$ cat src/rtl/hcu_pkg.sv
// ============================================================================
// Module : hcu_pkg
// Brief  : Shared types and widths for the hazard control unit.
// Rev    : 1.0  initial release
// ============================================================================
`default_nettype none

package hcu_pkg;

    localparam int REG_IDX_W = 5;
    localparam int XLEN      = 32;
    localparam int CNT_W     = 3;

    typedef enum logic [1:0] {
        RUN        = 2'd0,
        LOAD_STALL = 2'd1,
        FLUSH      = 2'd2,
        IMEM_WAIT  = 2'd3
    } hcu_state_e;

    // Remaining cycles to spend in a multi-cycle state after its entry cycle.
    function automatic logic [CNT_W-1:0] hold_init(input int total);
        return CNT_W'(total - 1);
    endfunction

endpackage

`default_nettype wire

$ cat src/rtl/hcu_hazard_detect.sv
// ============================================================================
// Module : hcu_hazard_detect
// Brief  : Combinational load-use check between the decode-stage load and the
//          source operands of the fetched instruction.
// Rev    : 1.0  initial release
// ============================================================================
`default_nettype none

module hcu_hazard_detect
    import hcu_pkg::*;
(
    input  logic                 id_is_load_i,
    input  logic [REG_IDX_W-1:0] id_rd_i,
    input  logic [REG_IDX_W-1:0] if_rs1_i,
    input  logic [REG_IDX_W-1:0] if_rs2_i,
    input  logic                 if_use_rs1_i,
    input  logic                 if_use_rs2_i,
    output logic                 load_use_o
);

    logic rs1_hit;
    logic rs2_hit;

    assign rs1_hit    = if_use_rs1_i && (if_rs1_i == id_rd_i);
    assign rs2_hit    = if_use_rs2_i && (if_rs2_i == id_rd_i);
    // x0 is hardwired zero, so a load targeting it never creates a dependency.
    assign load_use_o = id_is_load_i && (id_rd_i != '0) && (rs1_hit || rs2_hit);

endmodule

`default_nettype wire

$ cat src/rtl/hazard_control_unit.sv
// ============================================================================
// Module : hazard_control_unit
// Brief  : Pipeline stall / bubble / flush / redirect controller. Optional
//          performance counters are built when HCU_PERF_CNT_EN is defined.
// Rev    : 1.0  initial release
// ============================================================================
`default_nettype none

module hazard_control_unit
    import hcu_pkg::*;
#(
    parameter int LOAD_LAT     = 1,
    parameter int FLUSH_CYCLES = 2
) (
    input  logic                 clk,
    input  logic                 reset,
    input  logic                 id_is_load,
    input  logic [REG_IDX_W-1:0] id_rd,
    input  logic [REG_IDX_W-1:0] if_rs1,
    input  logic [REG_IDX_W-1:0] if_rs2,
    input  logic                 if_use_rs1,
    input  logic                 if_use_rs2,
    input  logic                 ex_branch_taken,
    input  logic [XLEN-1:0]      ex_branch_target,
    input  logic                 imem_ready,
    output logic                 stall,
    output logic                 bubble,
    output logic                 flush,
    output logic                 redirect_valid,
    output logic [XLEN-1:0]      redirect_pc,
    output logic [XLEN-1:0]      stall_cycles,
    output logic [XLEN-1:0]      flush_count
);

    localparam logic [CNT_W-1:0] c_load_init  = hold_init(LOAD_LAT);
    localparam logic [CNT_W-1:0] c_flush_init = hold_init(FLUSH_CYCLES);

    hcu_state_e       state_q, state_d;
    logic [CNT_W-1:0] cnt_q, cnt_d;
    logic             load_use;

    hcu_hazard_detect u_detect (
        .id_is_load_i (id_is_load),
        .id_rd_i      (id_rd),
        .if_rs1_i     (if_rs1),
        .if_rs2_i     (if_rs2),
        .if_use_rs1_i (if_use_rs1),
        .if_use_rs2_i (if_use_rs2),
        .load_use_o   (load_use)
    );

    always_ff @(posedge clk) begin
        if (reset) begin
            state_q <= RUN;
            cnt_q   <= '0;
        end else begin
            state_q <= state_d;
            cnt_q   <= cnt_d;
        end
    end

    always_comb begin
        state_d = state_q;
        cnt_d   = cnt_q;
        if (ex_branch_taken) begin
            if (FLUSH_CYCLES > 1) begin
                state_d = FLUSH;
                cnt_d   = c_flush_init;
            end else begin
                state_d = RUN;
                cnt_d   = '0;
            end
        end else begin
            case (state_q)
                RUN, IMEM_WAIT: begin
                    if (load_use) begin
                        if (LOAD_LAT > 1) begin
                            state_d = LOAD_STALL;
                            cnt_d   = c_load_init;
                        end else begin
                            state_d = RUN;
                            cnt_d   = '0;
                        end
                    end else if (!imem_ready) begin
                        state_d = IMEM_WAIT;
                    end else begin
                        state_d = RUN;
                    end
                end
                // cnt holds the cycles left including this one; leave when it hits zero.
                LOAD_STALL, FLUSH: begin
                    if (cnt_q <= CNT_W'(1)) begin
                        state_d = RUN;
                        cnt_d   = '0;
                    end else begin
                        cnt_d   = cnt_q - CNT_W'(1);
                    end
                end
                default: begin
                    state_d = RUN;
                    cnt_d   = '0;
                end
            endcase
        end
    end

    always_comb begin
        stall          = 1'b0;
        bubble         = 1'b0;
        flush          = 1'b0;
        redirect_valid = 1'b0;
        redirect_pc    = '0;
        if (reset) begin
            stall = 1'b0;
        end else if (ex_branch_taken) begin
            redirect_valid = 1'b1;
            redirect_pc    = ex_branch_target;
            flush          = 1'b1;
        end else begin
            case (state_q)
                RUN, IMEM_WAIT: begin
                    if (load_use) begin
                        stall  = 1'b1;
                        bubble = 1'b1;
                    end else if (!imem_ready) begin
                        stall  = 1'b1;
                    end
                end
                LOAD_STALL: begin
                    stall  = 1'b1;
                    bubble = 1'b1;
                end
                FLUSH: begin
                    flush  = 1'b1;
                end
                default: begin
                    stall  = 1'b0;
                end
            endcase
        end
    end

`ifdef HCU_PERF_CNT_EN
    logic [XLEN-1:0] stall_cycles_q;
    logic [XLEN-1:0] flush_count_q;

    always_ff @(posedge clk) begin
        if (reset) begin
            stall_cycles_q <= '0;
            flush_count_q  <= '0;
        end else begin
            if (stall && (stall_cycles_q != '1)) begin
                stall_cycles_q <= stall_cycles_q + XLEN'(1);
            end
            if (redirect_valid && (flush_count_q != '1)) begin
                flush_count_q  <= flush_count_q + XLEN'(1);
            end
        end
    end

    assign stall_cycles = stall_cycles_q;
    assign flush_count  = flush_count_q;
`else
    assign stall_cycles = '0;
    assign flush_count  = '0;
`endif

endmodule

`default_nettype wire

$ cat config.mk
export PLATFORM = sky130hd
export DESIGN_NAME = hazard_control_unit
export DESIGN_NICKNAME = d
export VERILOG_FILES = /design/src/rtl/hcu_pkg.sv /design/src/rtl/hcu_hazard_detect.sv /design/src/rtl/hazard_control_unit.sv
export SDC_FILE = /design/constraint.sdc
export NUM_CORES = 1
export LEC_CHECK = 0
export CAP_MARGIN = 15
export CORE_ASPECT_RATIO = 1.4
export CORE_MARGIN = 5
export CORE_UTILIZATION = 28
export CTS_CLUSTER_DIAMETER = 100
export DETAILED_ROUTE_END_ITERATION = 7
export PLACE_DENSITY = 0.88
export SLEW_MARGIN = 20
export SYNTH_ARGS = -nofsm -noshare
export SYNTH_HDL_FRONTEND = slang
export SYNTH_SLANG_ARGS = --single-unit
$ cat constraint.sdc
create_clock -name clk -period 5.3 [get_ports clk]
set_clock_uncertainty 0.15 [all_clocks]
set_input_delay 1.06 -clock clk [delete_from_list [all_inputs] [get_ports clk]]
set_output_delay 1.06 -clock clk [all_outputs]
set_load 0.03 [all_outputs]
==> metrics.md, run 1 <==
| Metric | Value |
|---|---|
| Result of the run | completed |
| Remaining antenna violation count after routing | 0 |
| Crit-path cells | clkdlybuf4s50_1, xor2_1, nor4_1, a32oi_2, nor3b_2, o31a_1, clkdlybuf4s50_1 |
| CP Buf/Inv Count | 2 |
| Critical path depth | 7 |
| RR Endpoint | cnt_q[1] |
| Unrepaired setup endpoints after global routing | no |
| Wire per inst | ~11 µm |
| Count of unique library cells instantiated by Yosys | 28 |
| CP Capture Type | output pin |
| Register-to-register setup slack | about 3.7 ns |
| Placer Congestion | slightly above 0.8 |
| Cell with the largest stage delay on the worst path | clkdlybuf4s50_1 |
| Layout cells sized above 1 | between 3 and 4% |
| RR Startpoint | cnt_q[1] |
| Final period util | between 80% and 90% |
| Leakage | roughly 0.84 nW |
| Mapped Avg Cell Area | approximately 7.6 µm² |
| Total power per unit cell area | 153.7 mW/mm² |
| Layout-stage area growth over the synthesis result | 62.13% |
| Clk sink count | 5 |
| Avg Vias per Cell | 3.948 |
| Sequential-to-total area share from yosys stat | under 10% |
| Pin count of the biggest net entering global routing | 34 |
| Crit path DAT | 3.33 ns |
| Setup violators final | 0 |
| DPL Wire Length | 2998 µm |
| Number of buffers added to fix hold violations after cts | 0 |
| Global-route usage over all layers | 10.56% |
| Number of endpoints with negative hold slack in the final report | 0 |
| Area of the die | between 0.005 and 0.006 mm² |
| Prevailing post-synth register cell | dfxtp_1 |
| Worst min path class | reg2reg |
| Number of synthesized register bits | 5 |
| Total negative setup slack | 0 ns |
| Type of element launching the critical path | input port |
| # diodes | 0 |
| DR vias | 1145 |
| Number of enable-type register cells in the synthesized netlist | 0 |
| Post-CTS setup buffer count | 0 |
| Via count of the first global-routing pass | 1008 |
| Combined area of all synthesized cells | approximately 0.0012 mm² |
| Highest Clock Rate | roughly 220 MHz |
| CP Class | in2out |
| Initial Util | between 20% and 30% |
| Cell family contributing the most delay on the critical path | buffers and inverters |
| Horizontal extent of the die | between 60 and 70 µm |
| Iteration count of the initial detailed-routing pass | 4 |
| Worst skew pair latency | 0.23 ns |
| Clock tree root driver cell | clkbuf_8 |
| Htree depth | 1 |
| Most common cell on crit path | clkdlybuf4s50_1 |
| Critical path destination | stall |
| Worst Hold Slack | around 0.34 ns |
| Cell with the most instances after synthesis | buf_4 |
| Clock tree from TritonCTS | built |
| Reg clk slew, reported paths | ~0.040 ns |
| Minimum clock period | about 4.5 ns |
| Worst setup path start | id_rd[0] |
| Number of instances in the synthesized netlist | 157 |
| Max capacitance violation total | 0 |
| Yosys synthesis warning count | 0 |
| # port buffers | just under 90 |
| Number of nets in the final layout | 304 |
| Global-route congestion overflow total | 0 |
| Die boundary height | between 80 and 90 µm |
| Violation count after the first detailed-routing iteration | 13 |
| Largest area contributor in the synthesized netlist | buf_4 |
| First-pass GRT wire length | 4636 µm |
| Leading post-synthesis cells by instance count | buf_4, and2_1, xor2_1 |
| Share of async-settable or async-resettable flops after synthesis | 0% |
| Number of buffers created by CTS | 3 |
| FP Rows | 28 |
| Post-CTS resize count | 0 |
| CP max stage delay | between 0.6 and 0.7 ns |
| Total length of routed wires | approximately 3300 µm |
| Number of max-slew violations in the final report | 0 |
| Cells taking the most area after synthesis | buf_4, and2_1, dfxtp_1 |
| Worst reg-to-reg path cell count | 6 |
| Remaining DRCs | 0 |
| Area share of the largest cell type after synthesis | 40.51% |
| Maximum VDD drop | a little under 0.0001 V |
| Boundary Pins | between 150 and 200 |
| Core footprint | 0.004169 mm² |
| Critical Path RT | 4.09 ns |
| Critical Path Fanout Max | 4 |
| Maximum root-to-sink buffer count | 2 |
| Number of antenna violations at the first check in global routing | 0 |
## layout make-up
type | count | area (µm²)
timing repair buffer | 90 | 898.4
inverter | 5 | 18.77
fill | 400 | 2246
clock buffer | 4 | 45.04
sequential | 5 | 100.1
multi-input combinational | 141 | 804.5
tap | 45 | 56.30
## metrics by stage
stage / std cells / util (%) / worst slack, ns / power, mW / area, µm²
floorplan: 220 / - / 1.737 / 0.1911 / 1423
global placement: 286 / 45.05 / 0.8042 / 0.2212 / 1878
detailed placement: 286 / 45.05 / 0.7625 / 0.2226 / 1878
CTS: 290 / 46.13 / 0.7579 / 0.2953 / 1923
global route: 290 / 46.13 / 0.6136 / 0.3102 / 1923
finish: 290 / 46.13 / 0.7624 / 0.2955 / 1923
## registers in the layout, summed over array words and instances (netlist names)
name	count
state_q	2
cnt_q	3
## cell families (layout without fill, tap and decap cells)
| logic type | count (synthesis) | in the layout | share of synthesized area [%] |
|---|---|---|---|
| AO/OA/AOI/OAI | 15 | 15 | 9.810 |
| XOR/XNOR | 10 | 10 | 7.384 |
| adder cells (fa/ha/maj) | 4 | 4 | 4.220 |
| buffers and inverters | 74 | 99 | 43.67 |
| flip-flops | 5 | 5 | 8.439 |
| multiplexers | 1 | 1 | 0.8439 |
| other | 1 | 64 | 0.3162 |
| AND/OR/NAND/NOR | 47 | 47 | 25.31 |
## how the worst min path moves through the flow
stage	from	endpoint	slack (ns)	cells after the start
finish	state_q[0]	state_q[0]	0.34	2
global route	state_q[0]	state_q[0]	0.39	2
CTS	state_q[0]	state_q[0]	0.34	2
detailed placement	state_q[0]	state_q[0]	0.34	2
global placement	state_q[0]	state_q[0]	0.32	2
floorplan	state_q[0]	state_q[0]	0.31	2
## worst reg2reg max path, cell delays in order (launching register included)
cell	delay [ns]
dfxtp_1	0.35
inv_1	0.07
ha_1	0.17
o21bai_1	0.16
a21oi_1	0.30
nand2b_1	0.12
a211oi_1	0.19
## per-layer routing
layer | wire length, µm | up-vias | share of wire [%] | GRT usage (%)
li1 | - | 546 | - | -
met1 | 907 | 487 | 28 | 8.307
met2 | 1735 | 108 | 53 | 22.25
met3 | 588 | 4 | 18 | 3.488
met4 | 41 | 0 | 1.3 | 4.615
met5 | 0 | - | 0 | 0
## cell usage in the layout, fill, tap and decap left out, types with 2 or more instances in the layout
cell / count
clkdlybuf4s50_1: 89
conb_1: 64
and2_1: 33
xor2_1: 8
inv_1: 5
a21oi_1: 5
dfxtp_1: 5
ha_1: 4
nor2_1: 3
clkbuf_8: 3
nor2b_1: 2
xnor2_1: 2
nor4_1: 2
a211oi_1: 2
o211ai_1: 2
nand2b_1: 2
## power by group
group,switching [mW],total [mW],internal [mW],leakage [nW]
logic,0.113,0.181,0.0684,0.773
clock network,0.0209,0.0727,0.0518,0.0228
registers,0.00160,0.0415,0.0399,0.0411
total,0.135,0.296,0.160,0.837
(Power assumes the default switching activity.)
==> run 2, diff against run 1 <==
--- a/config.mk
+++ b/config.mk
@@ -7,10 +7,10 @@
 export LEC_CHECK = 0
 export CAP_MARGIN = 15
 export CORE_ASPECT_RATIO = 1.4
-export CORE_MARGIN = 5
 export CORE_UTILIZATION = 28
 export CTS_CLUSTER_DIAMETER = 100
 export DETAILED_ROUTE_END_ITERATION = 7
+export HOLD_SLACK_MARGIN = 0.03
 export PLACE_DENSITY = 0.88
 export SLEW_MARGIN = 20
 export SYNTH_ARGS = -nofsm -noshare
==> run 2 against run 1 <==
Net effect: first-iteration DRC count grew to 4.3 times the previous value; largest power group unchanged; sequential power hardly changed; count of clock-buffer cells in the layout stayed put; the run now ends with design-rule violations left; design area is 0.13% lower; fmax is 0.23% lower; highest routed layer unchanged; combinational power hardly changed; flip-flop and latch count stayed put.
==> metrics.md, run 2 (synthesis gave the netlist of run 1 again) <==
| Metric | Value |
|---|---|
| DR vias | 1132 (-1.1%) |
| Placer Congestion | 0.7425 (-8.4%) |
| First-pass GRT wire length | 4084 µm (-12%) |
| Final total power | 293.8 µW (-0.57%) |
| Post-CTS resize count | 0 (unchanged) |
| Final core utilization | 48.18% (+2.1 points) |
| Area after DPL | 0.001876 mm² (-0.13%) |
| Via count of the first global-routing pass | 969 (-3.9%) |
| Max capacitance violation total | 0 (unchanged) |
| Violation count after the first detailed-routing iteration | 56 (+43) |
| Remaining antenna violation count after routing | 0 (unchanged) |
| Worst skew pair latency | 0.22 ns (about the same) |
| Failing checks | design-rule violations |
| Number of endpoints with negative hold slack in the final report | 0 (unchanged) |
| Cell with the largest stage delay on the worst path | clkdlybuf4s50_1 |
| Boundary Pins | 154 (unchanged) |
| Most common cell on crit path | clkdlybuf4s50_1 |
| Number of buffers added to fix hold violations after cts | 0 (unchanged) |
| Wire per inst | 9.788 µm (-13%) |
| Number of antenna violations at the first check in global routing | 0 (unchanged) |
| Total length of routed wires | 2819 µm (-14%) |
| Leading cell types in the layout, fill and taps excluded | clkdlybuf4s50_1, conb_1, and2_1 |
| CP max stage delay | 0.67 ns (about the same) |
| Number of buffers created by CTS | 3 (unchanged) |
| DPL Wire Length | 2500 µm (-17%) |
| Sw Ratio | 45.53% (-0.30 points) |
| Layout cells sized above 1 | 3.673% (unchanged) |
| Number of flip-flops under the largest register name | 3 (unchanged) |
| Layout-stage area growth over the synthesis result | 61.92% |
| Maximum VDD drop | 0.0001240 V (+26%) |
| P_int | 160.1 µW (about the same) |
| Reg clk slew, reported paths | 0.04 ns (about the same) |
| Clock tree from TritonCTS | built |
| Initial Util | 29.76% (+1.3 points) |
| Registers with the most flip-flops | cnt_q (3), state_q (2) |
| Global-route congestion overflow total | 0 (unchanged) |
| # diodes | 0 (unchanged) |
| Result of the run | finished, violations left |
| Type of element launching the critical path | input port |
| CP Capture Type | output pin |
| Crit path DAT | 3.34 ns (about the same) |
| Clk sink count | 5 (unchanged) |
| Maximum root-to-sink buffer count | 2 (unchanged) |
| Combinational cell fraction of total power | 61.4% (about the same) |
| Worst min path class | reg2reg |
| Net Sw Power | 133.8 µW (-1.2%) |
| Final Cell Area | 0.001921 mm² (-0.13%) |
| Critical Path RT | 4.09 ns (about the same) |
| Remaining DRCs | 28 (+28) |
| Most common library cell in the layout ignoring fill and taps | clkdlybuf4s50_1 |
| CP Class | in2out |
| Sequential Power Share | 14.2% (+0.2 points) |
| Critical Path Fanout Max | 4 (unchanged) |
| Highest Clock Rate | 219.9 MHz (-0.23%) |
| Register with the highest flop count | cnt_q |
| Die boundary height | 79.01 µm (-9.2%) |
| Clock tree root driver cell | clkbuf_8 |
| Htree depth | 1 (unchanged) |
| # port buffers | 89 (unchanged) |
| Leakage | 0.8368 nW (unchanged) |
| Number of max-slew violations in the final report | 0 (unchanged) |
| Total negative setup slack | 0 ns (unchanged) |
| Iteration count of the initial detailed-routing pass | 6 (+2) |
| Minimum clock period | 4.548 ns (+0.01065 ns) |
| Total power per unit cell area | 153.0 mW/mm² (-0.44%) |
| Pin count of the biggest net entering global routing | 34 (unchanged) |
| Final period util | 85.82% (+0.20 points) |
| FP Rows | 27 (-3.6%) |
| Clock power frac | 24.4% (-0.2 points) |
| Post-CTS setup buffer count | 0 (unchanged) |
| Global-route usage over all layers | 11.69% (+1.1 points) |
| Horizontal extent of the die | 57.01 µm (-12%) |
| Number of nets in the final layout | 304 (unchanged) |
| Crit-path cells | clkdlybuf4s50_1, xor2_1, nor4_1, a32oi_2, nor3b_2, o31a_1, clkdlybuf4s50_1 |
| Core footprint | 0.003986 mm² (-4.4%) |
| Avg Vias per Cell | 3.931 (-0.45%) |
| Area of the die | 0.004504 mm² (-20%) |
| Unrepaired setup endpoints after global routing | no |
| Setup violators final | 0 (unchanged) |
## run 2: cell counts in the layout (fill, tap and decap cells not counted)
No cell type changed its count.
## run 2: worst paths after layout
path / slack, ns / from / to / cells past startpoint
setup / recovery: 0.75 / id_rd[0] / stall / 7
hold / removal: 0.34 / state_q[0] / state_q[0] / 2
setup reg to reg: 3.69 / cnt_q[1] / cnt_q[1] / 6
hold reg to reg: 0.34 / state_q[0] / state_q[0] / 2
## run 2: power groups by stage
stage | clock network, mW | registers (mW) | logic (mW)
after floorplan | 0 | 0.0417 | 0.149
after global placement | 0 | 0.0419 | 0.178
after detailed placement | 0 | 0.0422 | 0.180
after CTS | 0.0725 | 0.0416 | 0.180
after global routing | 0.0741 | 0.0420 | 0.191
final | 0.0718 | 0.0416 | 0.180
## run 2: worst max-delay path, delay by kind of cell
family / cells / cell delay [ns]
buf+inv: 2 / 1.17
simple gates: 2 / 0.59
xor+xnor: 1 / 0.21
compound gates: 2 / 0.30
## run 2: final cells by class
class	count	area (µm²)
multi-input combinational	141	804.5
timing repair buffer	90	898.4
inverter	5	18.77
clock buffer	4	45.04
tap	43	53.80
fill	371	2066
sequential	5	100.1
## run 2: metal layers
layer	track usage [%]	part of all wire, %	up-vias
met3	4.072	15	4
met2	25.53	56	106
met5	0	0	-
li1	-	-	547
met4	4.390	1.3	0
met1	8.546	27	475
## run 2: metrics by stage
stage | hold WS (ns) | setup WS [ns] | std cells
floorplan | 0.3076 | 1.737 | 220
global placement | 0.3205 | 0.7526 | 284
detailed placement | 0.3267 | 0.7311 | 284
CTS | 0.3408 | 0.7135 | 288
global route | 0.3947 | 0.5712 | 288
finish | 0.3424 | 0.7518 | 288
==> run 3, diff against run 2 <==
--- a/config.mk
+++ b/config.mk
@@ -7,12 +7,12 @@
 export LEC_CHECK = 0
 export CAP_MARGIN = 15
 export CORE_ASPECT_RATIO = 1.4
-export CORE_UTILIZATION = 28
+export CORE_UTILIZATION = 26
+export CTS_BUF_LIST = sky130_fd_sc_hd__clkbuf_4
 export CTS_CLUSTER_DIAMETER = 100
 export DETAILED_ROUTE_END_ITERATION = 7
 export HOLD_SLACK_MARGIN = 0.03
-export PLACE_DENSITY = 0.88
-export SLEW_MARGIN = 20
+export PLACE_DENSITY = 0.83
 export SYNTH_ARGS = -nofsm -noshare
 export SYNTH_HDL_FRONTEND = slang
 export SYNTH_SLANG_ARGS = --single-unit
==> constraint.sdc (replaced) <==
create_clock -name clk -period 4.2 [get_ports clk]
set_clock_uncertainty 0.15 [all_clocks]
set_input_delay 0.84 -clock clk [delete_from_list [all_inputs] [get_ports clk]]
set_output_delay 0.84 -clock clk [all_outputs]
set_load 0.03 [all_outputs]
==> run 3 against run 2 <==
Net effect: the run now ends clean; sequential share of layout area increased by 0.20 points; utilization is 5.3 points lower; critical path type unchanged; sequential power rose by 25%; die area grew 7.5%; design area is 3.7% lower; register-to-register slack lost 1.1 ns.
==> metrics.md, run 3 (synthesis gave the netlist of run 1 again) <==
| Metric | Value |
|---|---|
| CP Capture Type | output pin |
| Type of element launching the critical path | input port |
| Critical Path Fanout Max | 4 (unchanged) |
| Leading cell types in the layout, fill and taps excluded | conb_1, clkdlybuf4s50_1, buf_4 |
| Iteration count of the initial detailed-routing pass | 4 (-2) |
| Number of cells on the worst hold path | 2 (unchanged) |
| Core footprint | 0.004309 mm² (+8.1%) |
| Register-to-register setup slack | 2.57 ns (-1.12 ns) |
| Net Sw Power | 168.0 µW (+26%) |
| Area of the die | 0.004840 mm² (+7.5%) |
| DPL Wire Length | 2679 µm (+7.2%) |
| Setup violators final | 0 (unchanged) |
| Worst reg-to-reg path cell count | 5 (-1) |
| Result of the run | completed |
| Remaining DRCs | 0 (-100%) |
| Number of buffers added to fix hold violations after cts | 0 (unchanged) |
| RR Startpoint | state_q[0] |
| Clk sink count | 5 (unchanged) |
| Sequential Power Share | 15.3% (+1.1 points) |
| Number of flip-flops under the largest register name | 3 (unchanged) |
| Number of endpoints with negative hold slack in the final report | 0 (unchanged) |
| Worst min path class | reg2reg |
| Max capacitance violation total | 0 (unchanged) |
| Crit path DAT | 2.78 ns (-0.56 ns) |
| Pin count of the biggest net entering global routing | 34 (unchanged) |
| Registers with the most flip-flops | cnt_q (3), state_q (2) |
| RR Endpoint | state_q[0] |
| Minimum clock period | approximately 3.8 ns |
| Remaining antenna violation count after routing | 0 (unchanged) |
| Horizontal extent of the die | 59.09 µm (+3.6%) |
| Worst skew pair latency | 0.25 ns (+0.03 ns) |
| Combinational cell fraction of total power | 65.4% (+4.0 points) |
| Layout cells sized above 1 | 17.55% (+14 points) |
| Violation count after the first detailed-routing iteration | 13 (-77%) |
| Sw Ratio | 49.13% (+3.6 points) |
| First-pass GRT wire length | 3974 µm (-2.7%) |
| Maximum root-to-sink buffer count | 2 (unchanged) |
| Global-route congestion overflow total | 0 (unchanged) |
| Avg Vias per Cell | 3.754 (-4.5%) |
| Clock tree from TritonCTS | built |
| Htree depth | 1 (unchanged) |
| Number of antenna violations at the first check in global routing | 0 (unchanged) |
| Total negative setup slack | 0 ns (unchanged) |
| Clock tree root driver cell | clkbuf_4 |
| Highest Clock Rate | about 260 MHz |
| P_int | 174.0 µW (+8.7%) |
| Via count of the first global-routing pass | 937 (-3.3%) |
| Number of max-slew violations in the final report | 0 (unchanged) |
| Number of buffers created by CTS | 3 (unchanged) |
| Critical Path RT | 3.21 ns (-0.88 ns) |
| Startpoint of the tightest hold check path | state_q[0] |
| Die boundary height | 81.92 µm (+3.7%) |
| Global-route usage over all layers | 11.32% (-0.37 points) |
| Final period util | around nine tenths |
| Worst Hold Slack | 0.3556 ns (+0.01319 ns) |
| Leakage | 0.9268 nW (+11%) |
| Most common library cell in the layout ignoring fill and taps | conb_1 |
| Sink of the worst hold path | state_q[0] |
| Initial Util | 27.53% (-2.2 points) |
| Boundary Pins | 154 (unchanged) |
| Placer Congestion | 0.7721 (+4.0%) |
| CP Class | in2out |
| Total power per unit cell area | 184.9 mW/mm² (+21%) |
| Register with the highest flop count | cnt_q |
| Wire per inst | 9.695 µm (-0.95%) |
| Reg clk slew, reported paths | 0.04 ns (about the same) |
| Clock power frac | 19.4% (-5.0 points) |
| Total length of routed wires | 2957 µm (+4.9%) |
| # port buffers | 89 (unchanged) |
| Layout-stage area growth over the synthesis result | 55.91% |
| Maximum VDD drop | 0.0001298 V (+4.7%) |
| Number of nets in the final layout | 304 (unchanged) |
| Unrepaired setup endpoints after global routing | no |
| # diodes | 0 (unchanged) |
| FP Rows | 28 (+3.7%) |
| DR vias | 1145 (+1.1%) |
[run 3: worst max-delay path, stage by stage]
cell and delay (ns):
clkdlybuf4s50_1 0.47, xor2_1 0.19, nor4_2 0.32, a32oi_2 0.19, nor3b_2 0.31, o31a_1 0.18
dlymetal6s2s_1 0.28
[run 3: timing repair]
action / 4_1_cts / 5_1_grt
endpoints found under the setup margin: 0 / 2
gates resized for setup: 0 / 2
setup buffers: 0 / 0
[run 3: power by group through the flow]
stage	Clock, mW	Sequential (mW)	Combinational, mW
after floorplan	0	0.0526	0.189
after global placement	0	0.0530	0.222
after detailed placement	0	0.0531	0.223
after CTS	0.0664	0.0522	0.224
after global routing	0.0689	0.0527	0.238
final	0.0663	0.0522	0.223
[run 3: stage by stage]
stage / power (mW) / area, µm² / utilization (%) / worst slack (ns) / std cells
detailed placement: 0.2766 / 1814 / 42.10 / 0.04079 / 301
CTS: 0.3423 / 1844 / 42.80 / 0.03815 / 305
global route: 0.3594 / 1849 / 42.92 / 0.2943 / 305
floorplan: 0.2412 / 1423 / - / 1.077 / 220
global placement: 0.2749 / 1814 / 42.10 / 0.1108 / 301
finish: 0.3420 / 1849 / 42.92 / 0.4256 / 305
[run 3: layout make-up]
type                    instances  area (µm²)
multi-input cells             141       804.5
well taps                      60       75.07
inverters                       5       18.77
repair buffers                 90       820.8
clock buffers                   4       30.03
fillers                       438        2460
flip-flops and latches          5       100.1
[run 3: worst max-delay path by stage]
stage	from	to	slack, ns
after floorplan	ex_branch_taken	redirect_pc[22]	1.08
after global placement	id_rd[2]	bubble	0.11
after detailed placement	id_rd[2]	bubble	0.04
after CTS	id_rd[2]	stall	0.04
after global routing	id_rd[2]	stall	0.29
final	id_rd[2]	stall	0.43
[run 3: per-layer routing]
metal	vias to the layer above	wire length (µm)	track usage [%]
li1	547	-	-
met1	475	719	6.617
met2	115	1672	25.23
met3	8	472	4.409
met4	0	93	6.905
met5	-	0	0
==> variant 1: new RTL, config.mk and constraints of run 1 <==
Register the input `ex_branch_target` before use. The logic sees it one clock later. The other inputs are not delayed to match.
--- a/src/rtl/hazard_control_unit.sv
+++ b/src/rtl/hazard_control_unit.sv
@@ -34,6 +34,12 @@
 
     localparam logic [CNT_W-1:0] c_load_init  = hold_init(LOAD_LAT);
     localparam logic [CNT_W-1:0] c_flush_init = hold_init(FLUSH_CYCLES);
+
+    logic [XLEN-1:0] ex_branch_target_q;
+
+    always_ff @(posedge clk) begin
+        ex_branch_target_q <= ex_branch_target;
+    end
 
     hcu_state_e       state_q, state_d;
     logic [CNT_W-1:0] cnt_q, cnt_d;
@@ -114,7 +120,7 @@
             stall = 1'b0;
         end else if (ex_branch_taken) begin
             redirect_valid = 1'b1;
-            redirect_pc    = ex_branch_target;
+            redirect_pc    = ex_branch_target_q;
             flush          = 1'b1;
         end else begin
             case (state_q)
Check against the original RTL: not equivalent (a bounded check fails within 4 cycles, from zero or initial values and one cycle with reset high).
==> variant 1 against run 1 <==
  * Worst setup slack worse by 0.023 ns
  * Worst hold slack improved by 0.0021 ns
  * Power rose by 140%
  * Wire length rose by 27%
  * Count of clock-buffer cells in the layout increased by 1
  * Register-to-register slack got worse by 0.12 ns
  * Die area is 45% higher
  * First-iteration DRC count up 15%
  * Final cell count increased by 21%
  * Sequential cell count rose by 32
  * Non-clock buffer count unchanged
  * Cell area grew 37%
  * Synthesized area rose by 52%
==> variant 1: results (changes against run 1) <==
stage	metric	value	unit	change
route	vias per cell	3.866		was 3.948
pwr	leak pwr	1.129	nW	was 0.8368 nW
route	routed wl met3	686	µm	was 588 µm
yosys	Adder-Cell Fraction of Synth Area	0.02768		was 0.04219
route	vias post-DR	1361		was 1145
clock_network	# hold bufs at CTS	0		unchanged
pwr	clock share of power	0.321		was 0.246
global_routing	vias in the first global route	1313		was 1008
pwr	Peak VDD IR	0.1627	mV	was 0.09829 mV
pwr	P_seq	0.297	mW	was 0.0415 mW
run_status	status	complete, no violations		unchanged
placed_design	dpl hpwl	3623	µm	was 2998 µm
placed_design	port bufs	89		unchanged
placed_design	placer congestion estimate	0.8015		was 0.8110
worst_setup_path	WP data arrival	3.35	ns	was 3.33 ns
clock_network	Worst-path clk slew	0.07	ns	was 0.04 ns
yosys	Synth Area in Compound Gates	0.06920		was 0.09810
placed_design	placed cell count	345		was 286
worst_setup_path	r2r endpoint	cnt_q[2]		was cnt_q[1]
route	met2 wire length	2167	µm	was 1735 µm
finish	share of cells above drive strength 1	0.04286		was 0.03673
clock_network	TritonCTS buffer count	5		was 3
yosys	mux contribution to synthesized area	0		was 0.008439
finish	Fillers	588		was 400
yosys	synth cell count leaders	buf_4, dfxtp_1, and2_1, xor2_1		was buf_4, and2_1, xor2_1
route	routed metal-1 wirelength	1196	µm	was 907 µm
yosys	Synth area leaders	dfxtp_1, buf_4, and2_1		was buf_4, and2_1, dfxtp_1
clock_network	Clock Latency Late Sink	0.28	ns	was 0.23 ns
global_routing	GRT Util Overall	0.08913		was 0.1056
finish	Largest regs	ex_branch_target_q x32, cnt_q x3, state_q x2		was cnt_q x3, state_q x2
placed_design	DP Worst Slack	0.7368	ns	was 0.7625 ns
yosys	sequential fraction of the synthesis area	0.4097		was 0.08439
yosys	Post-Synth XOR/XNOR Area	0.04844		was 0.07384
finish	Final #Nets	338		was 304
pwr	Net Switching	0.2090	mW	was 0.1354 mW
route	total wire length	4141	µm	was 3272 µm
yosys	Syn Area/Cell	9.566	µm²	was 7.555 µm²
clock_network	H-tree Lvls	2		was 1
placed_design	Cell Area, Placed	2534	µm²	was 1878 µm²
route	1st-iter DRT viols	15		was 13
sta	crit path time final	4.561	ns	was 4.538 ns
## variant 1: per-stage QoR
| stage | power (mW) | utilization |
|---|---|---|
| after floorplan | 0.4500 | - |
| after global placement | 0.4808 | 0.4052 |
| after detailed placement | 0.4848 | 0.4052 |
| after CTS | 0.7161 | 0.4218 |
| after global routing | 0.7362 | 0.4218 |
| final | 0.7060 | 0.4218 |
## variant 1: per-layer routing
layer / up-vias / track usage
li1: 645 / -
met1: 596 / 0.06902
met2: 111 / 0.1744
met3: 9 / 0.04389
met4: 0 / 0.04348
met5: - / 0
## variant 1: worst min-delay path by stage
stage	cells after the start	slack, ns	end
after detailed placement	2	0.33	state_q[0]
after CTS	2	0.34	state_q[0]
after global routing	2	0.37	state_q[0]
final	2	0.34	state_q[0]
after floorplan	2	0.31	state_q[0]
after global placement	2	0.33	state_q[0]
## variant 1: logic make-up (layout without fill, tap and decap cells)
family	Yosys count	in the layout
AOI/OAI and AO/OA	17	17
xor gates and xnor gates	10	10
buffers and inverters	75	103
and+or+nand+nor	45	45
adders and majority gates	4	4
DFF	37	37
other	1	64
## variant 1: worst max-delay path, cell delays in order
cell and delay, ns:
clkdlybuf4s50_1 0.47, xor2_1 0.19, nor4_1 0.31, a32oi_1 0.23
nor3_2 0.25, o31a_1 0.17, clkdlybuf4s50_1 0.67
## variant 1: final cells by class
class,count,area share
repair buffers,90,0.3406
multi-input cells,140,0.2965
clock buffers,5,0.02609
inverters,6,0.008539
flip-flops and latches,37,0.2808
well taps,72,0.03416
clock inverters,2,0.01328
==> variant 2: new RTL, flow settings as in run 1 <==
Without the edit above. `XLEN`: 32 -> 64.
--- a/src/rtl/hcu_pkg.sv
+++ b/src/rtl/hcu_pkg.sv
@@ -8,7 +8,7 @@
 package hcu_pkg;
 
     localparam int REG_IDX_W = 5;
-    localparam int XLEN      = 32;
+    localparam int XLEN      = 64;
     localparam int CNT_W     = 3;
 
     typedef enum logic [1:0] {
Interface: changed (resized ex_branch_target, flush_count, redirect_pc and stall_cycles); port bits go from 154 to 282. No check against the original RTL was run, so the function may have changed too.
==> variant 2 against run 1 <==
  * Utilization grew 0.68 points
  * Sequential cell count is the same
  * Non-clock buffer count grew 64
  * Synthesized area grew 57%
  * Power grew 46%
  * Register-to-register slack lost 0.13 ns
  * Worst setup slack lost 0.15 ns
  * Wire length grew 100%
  * Cell area grew 59%
==> variant 2: results (changes against run 1) <==
stage	metric	value	unit	change
finish	fin cells	482		was 290
placed_design	dpl hpwl	6165	µm	was 2998 µm
yosys	Post-Synth XOR/XNOR Area	0.04689		was 0.07384
clock_network	Clock Latency Late Sink	0.23	ns	about the same
clock_network	clk root buf	clkbuf_8		unchanged
placed_design	port bufs	153		was 89
yosys	sequential fraction of the synthesis area	0.05358		was 0.08439
placed_design	placer congestion estimate	0.7822		was 0.8110
global_routing	pin count of the biggest net entering global routing	36		was 34
route	vias post-DR	1766		was 1145
finish	Fillers	636		was 400
yosys	ys async rst share	0		unchanged
finish	share of cells above drive strength 1	0.02696		was 0.03673
placed_design	DP Worst Slack	0.5897	ns	was 0.7625 ns
pwr	Peak VDD IR	0.08799	mV	was 0.09829 mV
yosys	Synth Area in Compound Gates	0.05157		was 0.09810
yosys	mux contribution to synthesized area	0.006028		was 0.008439
yosys	synth cell count leaders	buf_4, and2_1, xor2_1, clkbuf_1		was buf_4, and2_1, xor2_1
yosys	Adder-Cell Fraction of Synth Area	0.02679		was 0.04219
clock_network	TritonCTS buffer count	3		unchanged
finish	Final #Nets	499		was 304
worst_setup_path	CP peak stage delay	0.69	ns	was 0.67 ns
route	total wire length	6594	µm	was 3272 µm
yosys	Syn Area/Cell	7.240	µm²	was 7.555 µm²
pwr	leak pwr	1.371	nW	was 0.8368 nW
global_routing	GRT Util Overall	0.1350		was 0.1056
route	1st-iter DRT viols	30		was 13
global_routing	first-pass GRT wire length	8694	µm	was 4636 µm
yosys	Synth area leaders	buf_4, and2_1, dfxtp_1		unchanged
global_routing	vias in the first global route	1682		was 1008
run_status	status	complete, no violations		unchanged
sta	Worst Tran Pin Value	0.5121	ns	
clock_network	Max Root-Sink Buffers	2		unchanged
clock_network	Worst-path clk slew	0.03	ns	
## variant 2: cell count changes in the layout (fill, tap and decap cells not counted), sizes merged, moves of 2 or more
cell / delta
and2: +33
nand2b: -2
clkdlybuf4s50: +64
nor2: +2
conb: +64
or3: +2
## variant 2: logic make-up (layout without fill, tap and decap cells)
family	Yosys count	count (layout)
buffers and inverters	140	163
AND/OR/NAND/NOR	83	83
AO/OA/AOI/OAI	14	14
XOR/XNOR	10	10
flip-flops	5	5
adder cells (fa/ha/maj)	4	4
other	1	128
multiplexers	1	1
## variant 2: area by class of cell
cell class,instances,area share
clock buffers,4,0.01475
inverters,5,0.006145
repair buffers,154,0.5080
multi-input cells,240,0.4080
well taps,74,0.03032
flip-flops and latches,5,0.03277
## variant 2: path summary, 6_finish.rpt
path | from | endpoint | slack (ns) | cells past startpoint
min reg2reg | state_q[0] | state_q[0] | 0.34 | 2
max | id_rd[2] | stall | 0.61 | 7
max reg2reg | state_q[0] | cnt_q[2] | 3.57 | 7
min | state_q[0] | state_q[0] | 0.34 | 2
## variant 2: per-layer routing
layer  wire length (µm)  up-vias  track usage
li1                   -      839            -
met1               1762      754       0.1078
met2               3573      165       0.2639
met3               1180        8      0.08235
met4                 78        0      0.03931
met5                  0        -            0
## variant 2: tightest hold or removal path, delay by kind of cell, from the launching register on
kind	cells	cell delay, ns
flops	1	0.31
simple gates	1	0.06
compound gates	1	0.06
## variant 2: where the power goes
group	internal [mW]	switching, mW
sequential	0.0399	0.00161
clock	0.0518	0.0206
combinational	0.110	0.207
## variant 2: per-stage QoR
step,hold WS (ns),cell area [µm²]
CTS,0.3456,3054
detailed placement,0.3396,3009
finish,0.3400,3054
floorplan,0.2991,2345
global placement,0.3192,3009
global route,0.3965,3054
